===== src/rtl/bch_63_51_decoder.sv =====
// Serial BCH(63,51) t=2 decoder: syndromes, error-locator classification and Chien-search correction.
// First corrected bit is valid 4 cycles after bit 62 is accepted; in_ready drops only while a finished frame waits behind a busy output.
module bch_63_51_decoder #(
  parameter int N = 63,
  parameter int K = 51
) (
  input  logic clk,
  input  logic rst,
  input  logic in_valid,
  input  logic in_data,
  output logic in_ready,
  output logic out_valid,
  output logic out_data,
  input  logic out_ready
);

  localparam logic [5:0] LAST_BIT = 6'(N - 1);
  localparam logic [5:0] MSG_BITS = 6'(K);
  localparam logic [5:0] LAST_OUT = 6'(K - 1);
  localparam logic [5:0] ALPHA    = 6'h02;
  localparam logic [5:0] ALPHA2   = 6'h04;
  localparam logic [5:0] ALPHA3   = 6'h08;

  function automatic logic [5:0] gf_xtime(input logic [5:0] a);
    return {a[4:0], 1'b0} ^ (a[5] ? 6'h03 : 6'h00);
  endfunction

  function automatic logic [5:0] gf_mul(input logic [5:0] a, input logic [5:0] b);
    logic [5:0] p;
    logic [5:0] aa;
    logic [5:0] bb;
    p  = '0;
    aa = a;
    bb = b;
    for (int i = 0; i < 6; i++) begin
      if (bb[0]) p = p ^ aa;
      aa = gf_xtime(aa);
      bb = bb >> 1;
    end
    return p;
  endfunction

  // inverse of alpha^i is alpha^(63-i); entry 0 is unused and left 0
  function automatic logic [63:0][5:0] build_inv();
    logic [62:0][5:0] pw;
    logic [63:0][5:0] t;
    int               j;
    t     = '0;
    pw    = '0;
    pw[0] = 6'h01;
    for (int i = 1; i < 63; i++) pw[6'(i)] = gf_xtime(pw[6'(i - 1)]);
    for (int i = 0; i < 63; i++) begin
      j = (63 - i) % 63;
      t[pw[6'(i)]] = pw[6'(j)];
    end
    return t;
  endfunction

  localparam logic [63:0][5:0] INV_TBL = build_inv();

  typedef enum logic [2:0] {ST_IDLE, ST_CLS, ST_SIG, ST_ARM, ST_EMIT} state_t;

  state_t         state_q, state_d;
  logic [5:0]     cnt_q, cnt_d;
  logic [5:0]     s1_q, s1_d, s3_q, s3_d;
  logic [K-1:0]   rx_msg_q, rx_msg_d;
  logic           pend_vld_q, pend_vld_d;
  logic [K-1:0]   pend_msg_q, pend_msg_d;
  logic [5:0]     pend_s1_q, pend_s1_d, pend_s3_q, pend_s3_d;
  logic [K-1:0]   out_msg_q, out_msg_d;
  logic [5:0]     syn1_q, syn1_d, syn3_q, syn3_d;
  logic [5:0]     sig1_q, sig1_d, sig2_q, sig2_d;
  logic [5:0]     l1_q, l1_d, l2_q, l2_d;
  logic [5:0]     idx_q, idx_d;

  logic           in_rdy_int;
  logic           in_acc;
  logic           chien_hit;
  logic [5:0]     s1_prev, s3_prev;
  logic [5:0]     s1_sq, s1_cu, s3_div;

  assign in_rdy_int = ~(pend_vld_q & (state_q != ST_IDLE));
  assign in_ready   = rst | in_rdy_int;
  assign in_acc     = in_valid & in_rdy_int;
  assign chien_hit  = ((l1_q ^ l2_q) == 6'h01);
  assign out_valid  = ~rst & (state_q == ST_EMIT);
  assign out_data   = out_valid & (out_msg_q[K-1] ^ chien_hit);

  always_comb begin
    state_d    = state_q;
    cnt_d      = cnt_q;
    s1_d       = s1_q;
    s3_d       = s3_q;
    rx_msg_d   = rx_msg_q;
    pend_vld_d = pend_vld_q;
    pend_msg_d = pend_msg_q;
    pend_s1_d  = pend_s1_q;
    pend_s3_d  = pend_s3_q;
    out_msg_d  = out_msg_q;
    syn1_d     = syn1_q;
    syn3_d     = syn3_q;
    sig1_d     = sig1_q;
    sig2_d     = sig2_q;
    l1_d       = l1_q;
    l2_d       = l2_q;
    idx_d      = idx_q;
    s1_sq      = gf_mul(syn1_q, syn1_q);
    s1_cu      = gf_mul(s1_sq, syn1_q);
    s3_div     = gf_mul(syn3_q, INV_TBL[syn1_q]);
    s1_prev    = (cnt_q == 6'd0) ? 6'd0 : s1_q;
    s3_prev    = (cnt_q == 6'd0) ? 6'd0 : s3_q;

    case (state_q)
      ST_IDLE: begin
        if (pend_vld_q) begin
          state_d    = ST_CLS;
          pend_vld_d = 1'b0;
          out_msg_d  = pend_msg_q;
          syn1_d     = pend_s1_q;
          syn3_d     = pend_s3_q;
        end
      end
      ST_CLS: begin
        // S1=0 covers both the clean and the uncorrectable frame: a zero locator never hits
        state_d = ST_SIG;
        sig1_d  = syn1_q;
        sig2_d  = '0;
        if (syn1_q != 6'd0 && syn3_q != s1_cu) sig2_d = s3_div ^ s1_sq;
      end
      ST_SIG: begin
        state_d = ST_ARM;
        l1_d    = gf_mul(sig1_q, ALPHA);
        l2_d    = gf_mul(sig2_q, ALPHA2);
        idx_d   = '0;
      end
      ST_ARM: begin
        state_d = ST_EMIT;
      end
      ST_EMIT: begin
        if (out_ready) begin
          out_msg_d = {out_msg_q[K-2:0], 1'b0};
          l1_d      = gf_mul(l1_q, ALPHA);
          l2_d      = gf_mul(l2_q, ALPHA2);
          if (idx_q == LAST_OUT) begin
            state_d = ST_IDLE;
            idx_d   = '0;
          end else begin
            idx_d = idx_q + 6'd1;
          end
        end
      end
      default: state_d = ST_IDLE;
    endcase

    if (in_acc) begin
      s1_d = gf_mul(s1_prev, ALPHA) ^ {5'd0, in_data};
      s3_d = gf_mul(s3_prev, ALPHA3) ^ {5'd0, in_data};
      if (cnt_q < MSG_BITS) rx_msg_d = {rx_msg_q[K-2:0], in_data};
      if (cnt_q == LAST_BIT) begin
        cnt_d      = '0;
        pend_vld_d = 1'b1;
        pend_msg_d = rx_msg_q;
        pend_s1_d  = s1_d;
        pend_s3_d  = s3_d;
      end else begin
        cnt_d = cnt_q + 6'd1;
      end
    end
  end

  always_ff @(posedge clk) begin
    if (rst) begin
      state_q    <= ST_IDLE;
      cnt_q      <= '0;
      s1_q       <= '0;
      s3_q       <= '0;
      rx_msg_q   <= '0;
      pend_vld_q <= 1'b0;
      pend_msg_q <= '0;
      pend_s1_q  <= '0;
      pend_s3_q  <= '0;
      out_msg_q  <= '0;
      syn1_q     <= '0;
      syn3_q     <= '0;
      sig1_q     <= '0;
      sig2_q     <= '0;
      l1_q       <= '0;
      l2_q       <= '0;
      idx_q      <= '0;
    end else begin
      state_q    <= state_d;
      cnt_q      <= cnt_d;
      s1_q       <= s1_d;
      s3_q       <= s3_d;
      rx_msg_q   <= rx_msg_d;
      pend_vld_q <= pend_vld_d;
      pend_msg_q <= pend_msg_d;
      pend_s1_q  <= pend_s1_d;
      pend_s3_q  <= pend_s3_d;
      out_msg_q  <= out_msg_d;
      syn1_q     <= syn1_d;
      syn3_q     <= syn3_d;
      sig1_q     <= sig1_d;
      sig2_q     <= sig2_d;
      l1_q       <= l1_d;
      l2_q       <= l2_d;
      idx_q      <= idx_d;
    end
  end

endmodule


===== config.mk =====
export PLATFORM = sky130hd
export DESIGN_NAME = bch_63_51_decoder
export DESIGN_NICKNAME = d
export VERILOG_FILES = /design/src/rtl/bch_63_51_decoder.sv
export SDC_FILE = /design/constraint.sdc
export NUM_CORES = 1
export LEC_CHECK = 0
export ABC_AREA = 0
export CAP_MARGIN = 0
export CORE_MARGIN = 1
export CORE_UTILIZATION = 63
export DETAILED_ROUTE_END_ITERATION = 12
export PLACE_DENSITY = 0.85
export REMOVE_ABC_BUFFERS = 1
export SETUP_SLACK_MARGIN = 0.1
export SYNTH_ARGS = -nofsm -noshare
export SYNTH_HDL_FRONTEND = slang
export SYNTH_SLANG_ARGS = --single-unit

===== constraint.sdc =====
create_clock -name clk -period 4.25 [get_ports clk]
set_input_delay 0.425 -clock clk [delete_from_list [all_inputs] [get_ports clk]]
set_output_delay 0.425 -clock clk [all_outputs]
set_load 0.1 [all_outputs]

== Yosys cells after proc, flatten, opt, wreduce, memory -nomap -nowiden ==
Memory sizes are Yosys's and may differ from the RTL's. A register that Yosys moved wholly into a read port is not among the register bits.
Index checks and enable logic that the tools add are counted.
Widths: inputs -> output; s select.

* Register bits: 229
* Bits in read-only memories: 384
* Input bits: 5
* Output and inout bits: 3
* Word-level logic and storage cells: 167
* Memories: 1

* Add/subtract/negate cells: 2
* Magnitude comparators: 2
* Eq/ne operators: 11
* Muxes and demuxes: 69
* Bitwise operators: 52
* Reduce and logical (&&, ||, !) cells: 13

{| class="wikitable"
|+ Memories
! memory !! words !! bits a word !! read ports !! clocked after Yosys merged registers in !! write ports !! line !! text
|-
| (no name shown) || 64 || 6 || 1 || 1 || 0 || 109 || <nowiki>s3_div = gf_mul(syn3_q, INV_TBL[syn1_q]);</nowiki>
|}

{| class="wikitable"
|+ Operators with widths
! cell !! count
|-
| $mux 6 || 31
|-
| $xor 6x2->6 || 25
|-
| $mux 51 || 2
|-
| $pmux 51 s2 || 1
|-
| $xor 6x6->6 || 17
|-
| $mux 2 || 25
|-
| $pmux 6 s2 || 3
|-
| $pmux 3 s5 || 1
|-
| $add 6x1->6 const B || 2
|-
| $eq 6x6->1 const B || 2
|-
| $xor 6x1->6 || 2
|-
| $mux 3 || 3
|-
| $reduce_and 2->1 || 4
|-
| $lt 6x7->1 const B || 1
|-
| $eq 3x2->1 const B || 2
|-
| $eq 6x1->1 const B || 1
|-
| $logic_not 6->1 || 1
|-
| $lt 6x6->1 const B || 1
|-
| $ne 6x6->1 || 1
|-
| $reduce_and 3->1 || 2
|-
| $reduce_bool 6->1 || 1
|-
| $and 1x1->1 || 4
|-
| $ne 2x2->1 const B || 2
|-
| $reduce_bool 2->1 || 2
|-
| 10 further kinds || 13
|}

== Logic depth before layout (Yosys ltp) ==
Gate-level depths: netlist (run 1).

* Depth in word-level cells: 27
* Depth in mapped cells: 13
* Depth with buffers taken out: 11

== Worst setup path before layout (run 1) ==
No wires, ideal clock.

* Kind: reg2out
* Start: register state_q[0]
* End: output out_data
* Data arrival time: 3,082 ps
* Required time: 3,825 ps
* Path slack: 743 ps
* Cell stages (with the launch flop): 6
* Path buffers: 2
* Path through: dfxtp_1 > clkbuf_1 > nor2_1 > nand2_1 > clkbuf_1 > nor3_1

* Cells in the longest elaborated chain, start to end: 3

{| class="wikitable"
|+ Ends and longest elaborated chain
! item !! line !! text
|-
| from (decl) || 63 || <nowiki>state_t state_q, state_d;</nowiki>
|-
| from (signal assigned) || 191 || <nowiki>state_q <= state_d;</nowiki>
|-
| $eq 3x3->1 || 86 || <nowiki>assign out_valid = ~rst & (state_q == ST_EMIT);</nowiki>
|-
| $and 1x1->1 || 86 ||
|-
| $and 1x1->1 || 87 || <nowiki>assign out_data = out_valid & (out_msg_q[K-1] ^ chien_hit);</nowiki>
|-
| to (decl) || 13 || <nowiki>output logic out_data,</nowiki>
|}

Every way passes these cells.

== Final worst setup path (run 1) ==
* Start: register syn1_q[5]
* End: register sig2_q[1]

* Cells in the longest elaborated chain, start to end: 26
* Elaborated cells between the ends (all ways): 43
* Those cells by class: eq/ne (1); mux (19); bitwise (21); reduce/logical (2)

{| class="wikitable"
|+ Ends and longest elaborated chain
! item !! line !! text
|-
| from (decl) || 71 || <nowiki>logic [5:0] syn1_q, syn1_d, syn3_q, syn3_d;</nowiki>
|-
| from (signal assigned) || 201 || <nowiki>syn1_q <= syn1_d;</nowiki>
|-
| $mux 2 / $mux 6 (equally long branches) || 25, 36 ||
|-
| $xor 6x2->6 / $xor 6x6->6 (equally long branches) || 25, 36 ||
|-
| $xor 6x6->6 / $mux 6 (equally long branches) || 36 || <nowiki>if (bb[0]) p = p ^ aa;</nowiki>
|-
| $mux 6 / $xor 6x6->6 (equally long branches) || 36 ||
|-
| $xor 6x6->6 / $mux 6 (equally long branches) || 36 ||
|-
| $mux 6 / $xor 6x6->6 (equally long branches) || 36 ||
|-
| $xor 6x6->6 / $mux 6 (equally long branches) || 36 ||
|-
| $mux 6 / $xor 6x6->6 (equally long branches) || 36 ||
|-
| [10 not listed] || - ||
|-
| $mux 6 || 36 ||
|-
| $xor 6x6->6 || 36 ||
|-
| $mux 6 || 36 ||
|-
| $xor 6x6->6 || 36 ||
|-
| $mux 6 || 36 ||
|-
| $ne 6x6->1 || 128 || <nowiki>if (syn1_q != 6'd0 && syn3_q != s1_cu) sig2_d = s3_div ^ s1_sq;</nowiki>
|-
| $logic_and 1x1->1 || 128 ||
|-
| $mux 6 (*) || 128 ||
|-
| to (signal assigned) || 204 || <nowiki>sig2_q <= sig2_d;</nowiki>
|-
| to (decl) || 72 || <nowiki>logic [5:0] sig1_q, sig1_d, sig2_q, sig2_d;</nowiki>
|}

Every way passes the cells marked *; elsewhere a longest branch is shown, timed or not.
A chain may end at the register's enable or synchronous reset.

==> out/qor.csv, run 1 <==
metric;value;unit
start_kind;flop;
grt_start_max_net_pins;102;
cts_tree;yes;
ant_nets;0;
antenna_cells;0;
place_area;0.0105;mm2
nNetsFinal;1304;
p_leak;3.58;nW
yosys-top-cells-area;dfxtp_1 (44%), nand2_1 (16%), a21oi_1 (7.3%), a311oi_1 (5.1%), xnor2_1 (4.0%);
worstSkewPairLatency;520;ps
vias;8747;
path_buf_inv;2;
io_pins;8;
seq_area_frac_synth;44.2;%
synthCells;1343;
cts_resized;0;
drive_gt1_share;6.42;%
wl;22100;um
core;0.0160;mm2
critPathSlowestCell;ha_1;
rsz0062_at_grt;no;
avgSynthCellArea;7.76;um2
synth-edff-count;0;
grt_pass1_wl;37200;um
end_kind;flop;
finalSetupViolations;0;
path_clk_slew;60;ps
route.met3.wl;1210;um
dp.cells;1482;
cts_buffers;23;
critPathTopFamily;XOR/XNOR gates;
cp_slowest_stage_delay;560;ps
yosys.area.top_type_share;44.2;%
chipWidth;131;um
ys_ff_latch;230;
die_area;0.0171;mm2
async_flop_share;0;%
clkSinkCount;230;
slew-limit-headroom;31.6;%
cp_max_fo;17;
holdPathStages;2;
met2_length;10600;um
portBuffers;7;
track_usage;26.6;%
initial_core_util;65.1;%
synthTopCellsByCount;nand2_1 (443), dfxtp_1 (230), a21oi_1 (153), nor2_1 (99), clkbuf_1 (90);
critical_path_class;reg -> reg;
htreeDepth;1;
worstPathCellList;buf_4 > ha_1 > buf_4 > nand2_1 > xor2_1 > xor3_1 > a22o_1 > o22a_1 > xnor2_1 > xor2_1 > nor4_4 > o31ai_1;
synth_ff_type;dfxtp_1;
netlist-cell-type-count;61;
maxCapViolations;0;
grt_pass1_vias;8003;
fp.dieH;131;um
fin_ws;666;ps
worst_slew_pin_slew;1030;ps
holdWs;285;ps
pre_cts_ws;687;ps
postCtsSetupBuffers;0;
final_cells;1524;
arrival;3980;ps
cts-root-buf;clkbuf_16;
met1Wirelength;10100;um
cts_hold_buf;0;
post-route-drc-count;0;
reg2reg_depth;12;
drt_iter0_drc;606;
dp_hpwl;13500;um
dr.pass1.iters;5;
syn_to_final_growth;8.75;%
syn_area;0.0104;mm2
antenna_found_initial;0;
hold_path_class;in -> reg;
powerDensity;447;mW/mm2
gp_congestion;0.901;
max_freq;279;MHz
ir_drop;0.295;mV
drv_slew;0;
yosys.area.top_type;dfxtp_1;
rows;46;
hold_viol;0;
clockBufferDepth;3;
stdcell_area;0.0113;mm2
fin_crit;3580;ps
synth_most_common_cell;nand2_1;
finClkSkew;7.05;ps
top_layer;met4;
yosys_warnings;0;
cp.depth;12;
status;completed;
wire_per_inst;14.5;um
overflow;0;
avgViaCountPerCell;5.74;
fin_crit_sh;84.3;%
cp_data_required_time;4650;ps
## flip-flops by register name (all words and copies together), names as in the netlist, 3 cells and up, named ones only
register and count:
l1_q 6, rx_msg_q 51, out_msg_q 51, l2_q 6, syn1_q 6, s1_q 6
pend_msg_q 51, idx_q 6, sig1_q 6, pend_s3_q 6, pend_s1_q 6, syn3_q 6
cnt_q 6, s3_q 6, state_q 3, sig2_q 6
## layout make-up
| cell class | count | area [um2] |
|---|---|---|
| multi-input cells | 1000 | 5400 |
| fillers | 1286 | 4670 |
| flip-flops and latches | 230 | 4600 |
| clock buffers | 32 | 669 |
| well taps | 216 | 270 |
| repair buffers | 26 | 226 |
| clock inverters | 10 | 121 |
| inverters | 10 | 37.5 |
## worst paths after layout
kind                 from        end  slack (ps)
max             syn1_q[5]  sig2_q[1]         670
max reg2reg     syn1_q[5]  sig2_q[1]         670
min                   rst    s1_q[2]         280
min reg2reg  pend_s3_q[4]  syn3_q[4]         450
## report_power, final
part,total [W],internal [W],switching (W)
Sequential,0.00236,0.00227,0.0000961
Clock,0.00209,0.00123,0.000857
Combinational,0.000616,0.000196,0.000420
## per-layer routing
| metal | GRT usage [%] | vias to the layer above |
|---|---|---|
| met3 | 3.38 | 18 |
| met2 | 45.4 | 196 |
| li1 | - | 4417 |
| met5 | 0 | - |
| met1 | 36.0 | 4116 |
| met4 | 6.29 | 0 |
## layout by cell type, fill, tap and decap left out, types with 18 or more instances in the layout
| master | netlist | layout |
|---|---|---|
| a21oi_1 | 153 | 152 |
| a311oi_1 | 61 | 61 |
| buf_4 | 1 | 18 |
| clkbuf_16 | 0 | 23 |
| dfxtp_1 | 230 | 230 |
| nand2_1 | 443 | 441 |
| nand3_1 | 20 | 20 |
| nor2_1 | 99 | 98 |
| xnor2_1 | 47 | 47 |
| xor2_1 | 25 | 25 |
## per-stage QoR
step	TNS, ps	power (W)	util (%)
5_1_grt	0	0.00528	70.8
2_1_floorplan	-4790	0.00283	-
3_3_place_gp	0	0.00300	65.9
3_5_place_dp	0	0.00302	65.9
4_1_cts	0	0.00510	70.8
6_report	0	0.00507	70.8
## kinds of logic after synthesis
logic type	Yosys count	synth area share, %
and+or+nand+nor	626	24.6
AOI/OAI and AO/OA	267	16.1
DFF	230	44.2
buffers and inverters	113	4.19
xor gates and xnor gates	83	8.36
muxes	16	1.59
adders and majority gates	8	0.961
Power figures use the tool's default switching activity.
==> inputs of run 2 (changes only) <==
Settings changed: CORE_UTILIZATION 63 to 57, PLACE_DENSITY 0.85 to 0.81.
Clock period 4.25 ns to 3.1 ns, I/O delays scaled along.
==> out/qor.csv, run 2 (synthesis results as in run 1) <==
metric;value;unit;change
ir_drop;0.454;mV;+54%
cp_max_fo;8;;-9
cp_data_required_time;3480;ps;-1170 ps
top_layer;met4;;
cts_hold_buf;0;;unchanged
hold_path_class;in -> reg;;
rows;49;;+6.5%
core;0.0180;mm2;+12%
fin_crit;3090;ps;-494 ps
end_kind;flop;;
post-route-drc-count;0;;unchanged
cts_buffers;23;;unchanged
top_regs;out_msg_q (51), pend_msg_q (51), rx_msg_q (51);;
clkSinkCount;230;;unchanged
portBuffers;7;;unchanged
finClkSkew;10.7;ps;+3.65 ps
fill_cells;1446;;+12%
initial_core_util;58.0;%;-7.1 points
met1Wirelength;10300;um;+2.1%
fin_ws;9.89;ps;-656 ps
overflow;0;;unchanged
io_pins;8;;unchanged
start_kind;flop;;
wire_per_inst;14.4;um;-1.1%
route.met3.wl;1090;um;-9.8%
worstPathCellList;inv_4 > ha_4 > buf_6 > nor2b_1 > mux2_4 > nor3_4 > xor2_1 > nand2_1 > a32o_2 > xnor2_2 > nor4_4 > buf_6 > o31ai_1;;
worst_slew_pin_slew;853;ps;-172 ps
drt_iter0_drc;766;;+26%
grt_start_max_net_pins;85;;-17%
antenna_cells;0;;unchanged
vias;8980;;+2.7%
crit_top_cell;buf_6;;
dp.cells;1530;;+3.2%
syn_to_final_growth;14.6;%;
maxCapViolations;0;;unchanged
finalSetupViolations;0;;unchanged
place_area;0.0109;mm2;+2.9%
critical_path_class;reg -> reg;;
critPathSlowestCell;nor3_4;;
powerDensity;564;mW/mm2;+26%
nNetsFinal;1349;;+3.5%
drv_slew;0;;unchanged
avgViaCountPerCell;5.70;;-0.72%
path_clk_slew;60;ps;about the same
stdcell_area;0.0119;mm2;+5.4%
p_leak;3.87;nW;+8.0%
max_freq;324;MHz;+16%
cts_tree;yes;;
grt_pass1_wl;37300;um;+0.31%
die_area;0.0188;mm2;+10%
wl;22600;um;+2.3%
cts-root-buf;clkbuf_16;;
fp.dieH;137;um;+5.1%
arrival;3470;ps;-510 ps
ant_nets;0;;unchanged
cp_slowest_stage_delay;410;ps;-150 ps
slew-limit-headroom;42.7;%;+11 points
pre_cts_ws;-155;ps;-842 ps
final_cells;1576;;+3.4%
rsz0062_at_grt;yes;;
path_buf_inv;3;;+1
antenna_found_initial;0;;unchanged
status;completed;;
chipWidth;137;um;+5.1%
dr.pass1.iters;5;;unchanged
critPathTopFamily;simple AND/OR/NAND/NOR gates;;
htreeDepth;1;;unchanged
final_common_cell;nand2_1;;
drive_gt1_share;12.4;%;+6.0 points
hold_viol;0;;unchanged
met2_length;10700;um;+0.94%
grt_pass1_vias;8140;;+1.7%
gp_congestion;0.902;;+0.11%
dp_hpwl;13900;um;+2.9%
worstSkewPairLatency;500;ps;-20 ps
most-common-layout-cells;nand2_1 (438), dfxtp_1 (227), a21oi_1 (152);;
clockBufferDepth;3;;unchanged
track_usage;24.2;%;-2.5 points
fin_crit_sh;99.7;%;+15 points
[run 2: path summary, 6_finish.rpt]
kind                  startpoint        endpoint  slack [ps]  depth (start not counted)
setup / recovery       syn1_q[5]       sig2_q[3]          10                         13
hold / removal               rst       syn1_q[5]         180                          2
setup reg to reg       syn1_q[5]       sig2_q[3]          10                         13
hold reg to reg   pend_msg_q[25]  pend_msg_q[25]         450                          2
[run 2: area by class of cell]
type / count / area [um2] / share of cell area (%)
repair buffers: 71 / 617 / 5.17
well taps: 229 / 287 / 2.40
inverters: 10 / 40.0 / 0.335
clock buffers: 33 / 673 / 5.64
flip-flops and latches: 230 / 4610 / 38.6
clock inverters: 3 / 43.8 / 0.367
multi-input cells: 1000 / 5670 / 47.5
[run 2: repair_timing]
action                     CTS  global route
gates resized for setup     24            35
cloned                       0             0
buffers inserted             5             5
pin swaps                   14            15
setup endpoints to repair    6             6
[run 2: routing by layer]
metal / vias up / track usage [%]
met4: 0 / 7.20
met3: 48 / 3.13
li1: 4501 / -
met1: 4216 / 32.3
met5: - / 0
met2: 215 / 40.7
[run 2: report_power, final]
part           switching, W  internal (W)
Clock               0.00107       0.00158
Sequential         0.000130       0.00311
Combinational      0.000568      0.000282
Total               0.00177       0.00497
[run 2: through the flow]
stage | hold WS [ps] | utilization, % | power [W] | setup TNS [ps]
2_1_floorplan | 379 | - | 0.00388 | -139980
3_3_place_gp | 438 | 60.4 | 0.00412 | -149
3_5_place_dp | 441 | 60.4 | 0.00415 | -829
4_1_cts | 168 | 65.3 | 0.00678 | 0
5_1_grt | 190 | 66.5 | 0.00705 | -229
6_report | 178 | 66.5 | 0.00673 | 0
